===== src/rtl/muldiv_pkg.sv =====
// Shared encodings for the iterative multiply/divide unit and the CPU decoder.
package muldiv_pkg;

    typedef enum logic [2:0] {
        MD_MULT  = 3'd0,
        MD_MULTU = 3'd1,
        MD_DIV   = 3'd2,
        MD_DIVU  = 3'd3,
        MD_MTHI  = 3'd4,
        MD_MTLO  = 3'd5
    } md_op_e;

    typedef enum logic [1:0] {
        IDLE  = 2'd0,
        CALC  = 2'd1,
        FIXUP = 2'd2,
        DONE  = 2'd3
    } md_state_e;

    // Codes 0-3 are the iterative operations; 4-7 never enter the datapath.
    function automatic logic op_is_muldiv(input logic [2:0] op);
        return op[2] == 1'b0;
    endfunction

    function automatic logic op_is_div(input logic [2:0] op);
        return (op == MD_DIV) || (op == MD_DIVU);
    endfunction

    function automatic logic op_is_signed(input logic [2:0] op);
        return (op == MD_MULT) || (op == MD_DIV);
    endfunction

endpackage


===== src/rtl/muldiv_datapath.sv =====
// Operand magnitude capture, shift-add multiply and restoring divide steps,
// plus the sign fix-up that produces the HI/LO results.
module muldiv_datapath
    import muldiv_pkg::*;
#(
    parameter int unsigned Width = 32
) (
    input  logic             clk_i,
    input  logic             rst_ni,
    input  logic             load_i,
    input  logic             step_i,
    input  logic [2:0]       op_i,
    input  logic [Width-1:0] a_i,
    input  logic [Width-1:0] b_i,
    output logic [Width-1:0] res_hi_o,
    output logic [Width-1:0] res_lo_o
);

    logic [2*Width-1:0] acc_q, acc_d;
    logic [Width-1:0]   rem_q, rem_d;
    logic [Width-1:0]   opnd_q, opnd_d;
    logic               is_div_q, is_div_d;
    logic               neg_lo_q, neg_lo_d;
    logic               neg_hi_q, neg_hi_d;

    logic               a_neg, b_neg;
    logic [Width-1:0]   a_mag, b_mag;
    logic [Width:0]     mul_sum;
    logic [Width:0]     div_shift;
    logic [Width-1:0]   div_diff;
    logic               div_ge;
    logic [2*Width-1:0] prod;
    logic [Width-1:0]   quo, rem;

    always_comb begin
        a_neg = op_is_signed(op_i) && a_i[Width-1];
        b_neg = op_is_signed(op_i) && b_i[Width-1];
        a_mag = a_neg ? -a_i : a_i;
        b_mag = b_neg ? -b_i : b_i;

        // Multiply: accumulate into the upper half, shift the multiplier out the bottom.
        mul_sum = {1'b0, acc_q[2*Width-1:Width]} + (acc_q[0] ? {1'b0, opnd_q} : '0);

        // Divide: quotient bits shift into acc_q[Width-1:0] as dividend bits shift out.
        div_shift = {rem_q, acc_q[Width-1]};
        div_ge    = div_shift >= {1'b0, opnd_q};
        div_diff  = div_shift[Width-1:0] - opnd_q;
    end

    always_comb begin
        acc_d    = acc_q;
        rem_d    = rem_q;
        opnd_d   = opnd_q;
        is_div_d = is_div_q;
        neg_lo_d = neg_lo_q;
        neg_hi_d = neg_hi_q;
        if (load_i) begin
            is_div_d = op_is_div(op_i);
            rem_d    = '0;
            neg_lo_d = a_neg ^ b_neg;
            neg_hi_d = a_neg;
            if (!op_is_div(op_i)) begin
                acc_d    = {{Width{1'b0}}, b_mag};
                opnd_d   = a_mag;
                neg_hi_d = 1'b0;
            end else if (b_i == '0) begin
                // Preload the fixed divide-by-zero result so FIXUP needs no special case.
                acc_d    = {{Width{1'b0}}, {Width{1'b1}}};
                rem_d    = a_i;
                opnd_d   = '0;
                neg_lo_d = 1'b0;
                neg_hi_d = 1'b0;
            end else begin
                acc_d  = {{Width{1'b0}}, a_mag};
                opnd_d = b_mag;
            end
        end else if (step_i) begin
            if (is_div_q) begin
                rem_d              = div_ge ? div_diff : div_shift[Width-1:0];
                acc_d[Width-1:0]   = {acc_q[Width-2:0], div_ge};
            end else begin
                acc_d = {mul_sum, acc_q[Width-1:1]};
            end
        end
    end

    always_ff @(posedge clk_i or negedge rst_ni) begin
        if (!rst_ni) begin
            acc_q    <= '0;
            rem_q    <= '0;
            opnd_q   <= '0;
            is_div_q <= 1'b0;
            neg_lo_q <= 1'b0;
            neg_hi_q <= 1'b0;
        end else begin
            acc_q    <= acc_d;
            rem_q    <= rem_d;
            opnd_q   <= opnd_d;
            is_div_q <= is_div_d;
            neg_lo_q <= neg_lo_d;
            neg_hi_q <= neg_hi_d;
        end
    end

    always_comb begin
        prod     = neg_lo_q ? -acc_q : acc_q;
        quo      = neg_lo_q ? -acc_q[Width-1:0] : acc_q[Width-1:0];
        rem      = neg_hi_q ? -rem_q : rem_q;
        res_hi_o = is_div_q ? rem : prod[2*Width-1:Width];
        res_lo_o = is_div_q ? quo : prod[Width-1:0];
    end

endmodule


===== src/rtl/muldiv_sequencer.sv =====
// Controller for the iterative mul/div unit: owns HI/LO, the step counter and
// the stall/done handshake with the CPU pipeline.
module muldiv_sequencer
    import muldiv_pkg::*;
#(
    parameter int unsigned WIDTH = 32
) (
    input  logic             clk,
    input  logic             reset_n,
    input  logic             clk_enable,
    input  logic             start,
    input  logic [2:0]       op,
    input  logic [WIDTH-1:0] op_a,
    input  logic [WIDTH-1:0] op_b,
    input  logic             hilo_read,
    output logic             busy,
    output logic             stall,
    output logic             done,
    output logic [WIDTH-1:0] hi,
    output logic [WIDTH-1:0] lo
);

    localparam int unsigned CntW = $clog2(WIDTH) + 1;
    localparam logic [CntW-1:0] LastStep = CntW'(WIDTH - 1);

    md_state_e        state_q;
    logic [CntW-1:0]  cnt_q;
    logic [WIDTH-1:0] hi_q, lo_q;
    logic             done_q;

    logic             accept_md;
    logic             dp_load, dp_step;
    logic [WIDTH-1:0] res_hi, res_lo;

    assign accept_md = clk_enable && (state_q == IDLE) && start && op_is_muldiv(op);
    assign dp_load   = accept_md;
    assign dp_step   = clk_enable && (state_q == CALC);

    muldiv_datapath #(
        .Width (WIDTH)
    ) u_datapath (
        .clk_i    (clk),
        .rst_ni   (reset_n),
        .load_i   (dp_load),
        .step_i   (dp_step),
        .op_i     (op),
        .a_i      (op_a),
        .b_i      (op_b),
        .res_hi_o (res_hi),
        .res_lo_o (res_lo)
    );

    always_ff @(posedge clk or negedge reset_n) begin
        if (!reset_n) begin
            state_q <= IDLE;
            cnt_q   <= '0;
            hi_q    <= '0;
            lo_q    <= '0;
            done_q  <= 1'b0;
        end else if (clk_enable) begin
            done_q <= 1'b0;
            unique case (state_q)
                IDLE: begin
                    if (start) begin
                        if (op == MD_MTHI) begin
                            hi_q <= op_a;
                        end else if (op == MD_MTLO) begin
                            lo_q <= op_a;
                        end else if (op_is_muldiv(op)) begin
                            cnt_q   <= '0;
                            state_q <= (op_is_div(op) && (op_b == '0)) ? FIXUP : CALC;
                        end
                    end
                end
                CALC: begin
                    cnt_q <= cnt_q + CntW'(1);
                    if (cnt_q == LastStep) begin
                        state_q <= FIXUP;
                    end
                end
                FIXUP: begin
                    hi_q    <= res_hi;
                    lo_q    <= res_lo;
                    done_q  <= 1'b1;
                    state_q <= DONE;
                end
                DONE: begin
                    state_q <= IDLE;
                end
                default: begin
                    state_q <= IDLE;
                end
            endcase
        end
    end

    assign busy  = (state_q != IDLE);
    assign stall = busy && (start || hilo_read);
    assign done  = done_q;
    assign hi    = hi_q;
    assign lo    = lo_q;

endmodule

===== config.mk =====
export PLATFORM = sky130hd
export DESIGN_NAME = muldiv_sequencer
export DESIGN_NICKNAME = d
export VERILOG_FILES = /design/src/rtl/muldiv_pkg.sv /design/src/rtl/muldiv_datapath.sv /design/src/rtl/muldiv_sequencer.sv
export SDC_FILE = /design/constraint.sdc
export NUM_CORES = 1
export LEC_CHECK = 0
export CAP_MARGIN = 15
export CORE_ASPECT_RATIO = 1.4
export CORE_MARGIN = 10
export CORE_UTILIZATION = 40
export CTS_CLUSTER_SIZE = 14
export DETAILED_ROUTE_END_ITERATION = 6
export PLACE_DENSITY_LB_ADDON = 0.08
export SLEW_MARGIN = 40
export SYNTH_ARGS = -nofsm -noshare
export SYNTH_HDL_FRONTEND = slang
export SYNTH_HIERARCHICAL = 1
export SYNTH_SLANG_ARGS = --single-unit

===== constraint.sdc =====
create_clock -name clk -period 4.3 [get_ports clk]
set_input_delay 1.075 -clock clk [delete_from_list [all_inputs] [get_ports clk]]
set_output_delay 1.075 -clock clk [all_outputs]
set_load 0.005 [all_outputs]

# Word-level counts from Yosys, hierarchy flattened

Cells that the tools add are included.

Bits in registers: 204
Input bits: 72
Output and inout port bits: 67
Word-level logic and storage cells: 110

Add/subtract/negate cells: 8
Magnitude comparators: 1
Equality and inequality tests: 16
Multiplexer cells: 46
Bitwise logic cells: 2
Reduce and logical (&&, ||, !) cells: 25

Operators with widths:

| operator            | number |
|---|---|
| $mux 32             | 23 |
| $mux 64             | 4 |
| $neg 32->32         | 4 |
| $pmux 32 s2         | 2 |
| $neg 64->64         | 1 |
| $add 32x33->33      | 1 |
| $ge 33x32->1        | 1 |
| $logic_not 32->1    | 1 |
| $sub 32x32->32      | 1 |
| $mux 6              | 4 |
| $mux 2              | 6 |
| $pmux 6 s2          | 1 |
| $reduce_and 6->1    | 2 |
| $ne 2x2->1 const B  | 5 |
| $reduce_bool 2->1   | 5 |
| $logic_and 1x1->1   | 8 |
| $pmux 2 s4          | 1 |
| $add 6x1->6 const B | 1 |
| $eq 3x2->1 const B  | 2 |
| $eq 3x3->1 const B  | 2 |
| $eq 6x5->1 const B  | 1 |
| $ne 2x1->1 const B  | 3 |
| $mux 1              | 5 |
| $reduce_and 5->1    | 1 |
| other kinds (9)     | 13 |

# Longest topological paths before layout

Word-level depth: 9
Depth in mapped cells: 14

# Hierarchy

Netlist, hierarchy kept.

By module, submodules not included:

| module           | instances | cells an instance | area an instance (µm²) |
|---|---|---|---|
| muldiv_datapath  | 1         | 1851              | 13670.6 |
| muldiv_sequencer | 1         | 388               | 3633.5 |

# Worst setup path before layout

No wires, ideal clock.

Kind: reg2reg
Start: register u_datapath.acc_q[0]
End: register hi_q[20], in the netlist hi[20]
Library setup time: 121 ps
Data arrival time: 3778 ps
Setup slack: 401 ps
Cell stages (with the launch flop): 15
Buffers on the path: 1
Path through: dfrtp_1 inv_1 clkbuf_1 ha_1 nand2b_1 or4_1 or3_2 nand2b_1 or3_1 or4_1 o31ai_1 xor2_1 mux2i_1 a21oi_1 o21ai_1

Longest elaborated chain between the ends: 4

RTL lines:

| item                     | RTL line               | text |
|---|---|---|
| start: declaration       | muldiv_datapath.sv:19  | `logic [2*Width-1:0] acc_q, acc_d;` |
| start signal: assignment | muldiv_datapath.sv:89  | `acc_q <= '0;` |
| start signal: assignment | muldiv_datapath.sv:96  | `acc_q <= acc_d;` |
| $neg 64->64              | muldiv_datapath.sv:106 | `prod = neg_lo_q ? -acc_q : acc_q;` |
| $mux 64                  | muldiv_datapath.sv:106 |  |
| $mux 32                  | muldiv_datapath.sv:109 | `res_hi_o = is_div_q ? rem : prod[2*Width-1:Width];` |
| net res_hi[20]           | muldiv_sequencer.sv:33 | `logic [WIDTH-1:0] res_hi, res_lo;` |
| $pmux 32 s2              | muldiv_sequencer.sv:62 | `unique case (state_q)` |
| end signal: assignment   | muldiv_sequencer.sv:66 | `hi_q <= op_a;` |
| end signal: assignment   | muldiv_sequencer.sv:82 | `hi_q <= res_hi;` |
| end: declaration         | muldiv_sequencer.sv:28 | `logic [WIDTH-1:0] hi_q, lo_q;` |

The timed path passes the listed nets, and every way through them passes these cells.
A chain may end at the register's enable or synchronous reset.

# Worst setup path in the final report

Start: register u_datapath.acc_q[0]
End: register hi_q[26], in the netlist hi[26]

Same word-level chain as after synthesis.

==> results_dict.tcl <==
set metrics [dict create \
    status "complete, no violations" \
    internal_power_mw 8.60 \
    clkTransAtPathRegs_ps 60 \
    holdWs_ps 485 \
    power_density_mw_per_mm2 829 \
    rsz0062_at_grt "false" \
    vdd_drop_max_mv 0.311 \
    h-tree-depth 1 \
    worstSetupPathType "flip-flop to flip-flop" \
    swShare_pct 49.1 \
    grt-ovfl-total 0 \
    clockBufferDepth 3 \
    finClkSkew_ps 11.1 \
    wl_um 66000 \
    period_minus_slack_ps 4100 \
    drc 0 \
    relSlewSlack_pct 41.0 \
    arrival_ps 4510 \
    cts_tree "yes" \
    nets 2504 \
    regToRegStartpoint "u_datapath/acc_q[0]" \
    timing.rr.end "hi[26]" \
    period_share_pct 95.2 \
    wl_per_cell_um 22.6 \
    fin_tns_setup_ps 0 \
    synth-seq-area-share_pct 29.5 \
    core_area_mm2 0.0429 \
    max_freq_ghz 0.244 \
    antenna_found_initial 1 \
    syn_inst 2239 \
    path_max_fanout 7 \
    critPathRequiredTime_ps 4710 \
    power_mw 16.9 \
    num_rows 90 \
    grt_pass1_vias 16600 \
    ff2ff_path_depth 13 \
    worst_hold_path.num_cells 2 \
    fill_cells 4363 \
    clock_sink_count 204 \
    seqPwrFrac_pct 23.5 \
    multi_input_area_mm2 0.0114 \
    worstHoldStart "hi[21]" \
    async_reset_ff_share_pct 100 \
    cellLeakagePower_nw 8.26 \
    final-seq-area_mm2 0.00511 \
    dieArea_mm2 0.0521 \
    ys_ff_latch 204 \
    insertion_delay_ps 560 \
    first_pass_iters 6 \
    grt_max_degree 110 \
    synth_cell_types 73 \
    max_cap_viol_count 0 \
    post_cts_buffers 0 \
    ys.flop_type "dfrtp_1" \
    hold_path_class "flip-flop to flip-flop" \
    yosys_warnings 6 \
    io_buffer_count 138 \
    cts_inserted_buffers 25 \
    finalWeightedCongestion 0.938 \
    area_growth_pct 17.9 \
    placed_cell_area_mm2 0.0196 \
    cts_resized 0 \
    die_w_um 196 \
    drive_above_1_share_pct 8.01 \
    report.final.slew_viol_count 0 \
    track_usage_pct 24.6 \
    p_clk_share_pct 12.4 \
    avgSynthCellArea_um2 7.73 \
    antenna_left 0 \
    grt_pass1_wl_um 101000 \
    worst_slew_pin_slew_ps 885 \
    power.switching_mw 8.31 \
    postCtsHoldBufs 0 \
    ctsRootBufferMaster "clkbuf_16" \
    worstSetupStartpointType "flip-flop" \
    synth_edf_count 0 \
    synth.net_count 2386 \
    synth_area_mm2 0.0173 \
    final_area_mm2 0.0204 \
    hold_end "hi[21]" \
    io_pins 139 \
    rrSetupSlack_ps 200 \
    vias 17000 \
    hold_violations 0 \
    setup_viol 0 \
    routed_via_density 5.82 \
    dr.first_iter.drc_count 1285 \
    die_h_um 266 \
    start_util_pct 40.3 \
    combPwrFrac_pct 64.1 \
    end_kind "flip-flop" \
    hpwl_um 52700 \
]
## cell usage in the layout, fill, tap and decap left out, types with 8 or more instances in the layout
| master | synthesis | layout |
|---|---|---|
| o21ai_1 | 36 | 36 |
| and2_1 | 11 | 10 |
| or4_1 | 21 | 21 |
| dfrtp_1 | 204 | 202 |
| nand2b_1 | 24 | 23 |
| nand2_1 | 273 | 273 |
| o21ai_0 | 240 | 240 |
| nor3_1 | 39 | 38 |
| o311ai_0 | 13 | 13 |
| mux2i_1 | 56 | 56 |
| and3_1 | 13 | 13 |
| o211ai_1 | 25 | 25 |
| ha_1 | 73 | 72 |
| buf_4 | 2 | 81 |
| o31ai_1 | 43 | 43 |
| xnor2_1 | 116 | 116 |
| a21oi_2 | 28 | 29 |
| a21o_1 | 27 | 27 |
| nor2b_1 | 42 | 41 |
| xor2_1 | 86 | 86 |
| a22oi_1 | 12 | 12 |
| o221ai_1 | 12 | 12 |
| clkbuf_16 | 0 | 25 |
| inv_1 | 69 | 69 |
| o21bai_1 | 12 | 12 |
| a21oi_1 | 212 | 211 |
| nand4_1 | 15 | 15 |
| nor3b_1 | 10 | 9 |
| nor2_1 | 192 | 191 |
| or2_2 | 8 | 8 |
| o41ai_1 | 13 | 12 |
| a31oi_1 | 30 | 30 |
| clkdlybuf4s50_1 | 0 | 137 |
| nor4_1 | 17 | 17 |
| nand3_1 | 29 | 29 |
| or3_1 | 32 | 32 |
## synthesized netlist by cell type, drive strengths merged (13+ instances only)
cell type	n	area share [%]
a31oi	30	1.1
nand3	29	0.84
nand4	15	0.54
ha	73	5.3
or4	24	1.1
o311ai	13	0.66
nor3	39	1.1
mux2i	56	3.2
o41ai	14	0.75
nand2b	24	0.87
buf	36	1.3
xnor2	116	5.9
xor2	86	4.4
o21ai	276	8.0
nor4	17	0.61
clkbuf	99	2.1
nor2b	42	1.5
o211ai	25	1.1
nor2	192	4.2
and3	13	0.47
a21oi	240	7.5
or3	37	1.5
nand2	273	5.9
dfrtp	204	30
inv	69	1.5
o31ai	44	1.9
a21o	27	1.2
## critical path, stage by stage, from the launching register on
cell	delay (ps)
dfrtp_1	440
inv_1	120
ha_1	160
nand2b_1	100
or4_1	600
or3_2	550
nand2b_1	270
or3_1	490
nand2b_1	260
o41ai_1	350
xor2_1	180
o21ai_0	100
a21oi_1	260
o21ai_1	80
## sequential cells by signal (all words and copies together), names as in the netlist
register,count
hi,32
done,1
u_datapath/neg_lo_q,1
cnt_q,6
u_datapath/neg_hi_q,1
lo,32
u_datapath/rem_q,32
u_datapath/opnd_q,32
u_datapath/is_div_q,1
u_datapath/acc_q,64
state_q,2
## cell type report
type | instances | area share (%)
multi-input cells | 1831 | 56.0
clock inverters | 4 | 0.239
flip-flops and latches | 204 | 25.0
diodes | 2 | 0.0245
inverters | 69 | 1.27
clock buffers | 37 | 3.58
repair buffers | 226 | 10.5
well taps | 552 | 3.39
## power by group through the flow
| stage | Clock, mW | Combinational, mW | Sequential (mW) |
|---|---|---|---|
| 2_1_floorplan | 0 | 7.54 | 3.57 |
| 4_1_cts | 2.13 | 10.8 | 3.95 |
| 3_3_place_gp | 0 | 10.6 | 3.95 |
| 5_1_grt | 2.22 | 12.0 | 4.10 |
| 3_5_place_dp | 0 | 10.7 | 3.98 |
| 6_report | 2.10 | 10.8 | 3.97 |
## metrics by stage
step	utilization [%]	cells	setup WS [ps]
2_1_floorplan	-	2239	401
3_3_place_gp	45.7	2882	158
3_5_place_dp	45.7	2882	165
4_1_cts	47.5	2923	199
5_1_grt	47.5	2924	1.10
6_report	47.6	2925	204
## kinds of logic (layout without fill, tap and decap cells)
kind of cell	after synthesis	in the layout	synth area share, %
other cells	0	2	0
flops	204	204	29.5
compound gates	744	744	25.8
mux	58	58	3.37
simple gates	752	752	20.6
fa+ha+maj	75	75	5.51
buf+inv	204	336	4.93
xor+xnor	202	202	10.2
## how the worst max path moves through the flow
stage                               startpoint              endpoint  cells past startpoint
after floorplan            u_datapath/acc_q[0]                hi[20]                     14
after global placement                 op_a[5]  u_datapath/acc_q[29]                     12
after detailed placement               op_a[5]  u_datapath/acc_q[29]                     12
after CTS                 u_datapath/acc_q[17]                hi[31]                     13
after global routing       u_datapath/acc_q[0]                hi[26]                     13
final                      u_datapath/acc_q[0]                hi[26]                     13
## metal layers
| metal | GRT usage (%) | wire length [um] | up-vias |
|---|---|---|---|
| li1 | - | - | 8234 |
| met1 | 31.4 | 28600 | 8194 |
| met2 | 41.6 | 31800 | 497 |
| met3 | 2.69 | 3110 | 90 |
| met4 | 9.26 | 2540 | 0 |
| met5 | 0 | 0 | - |
Power figures use the tool's default switching activity.
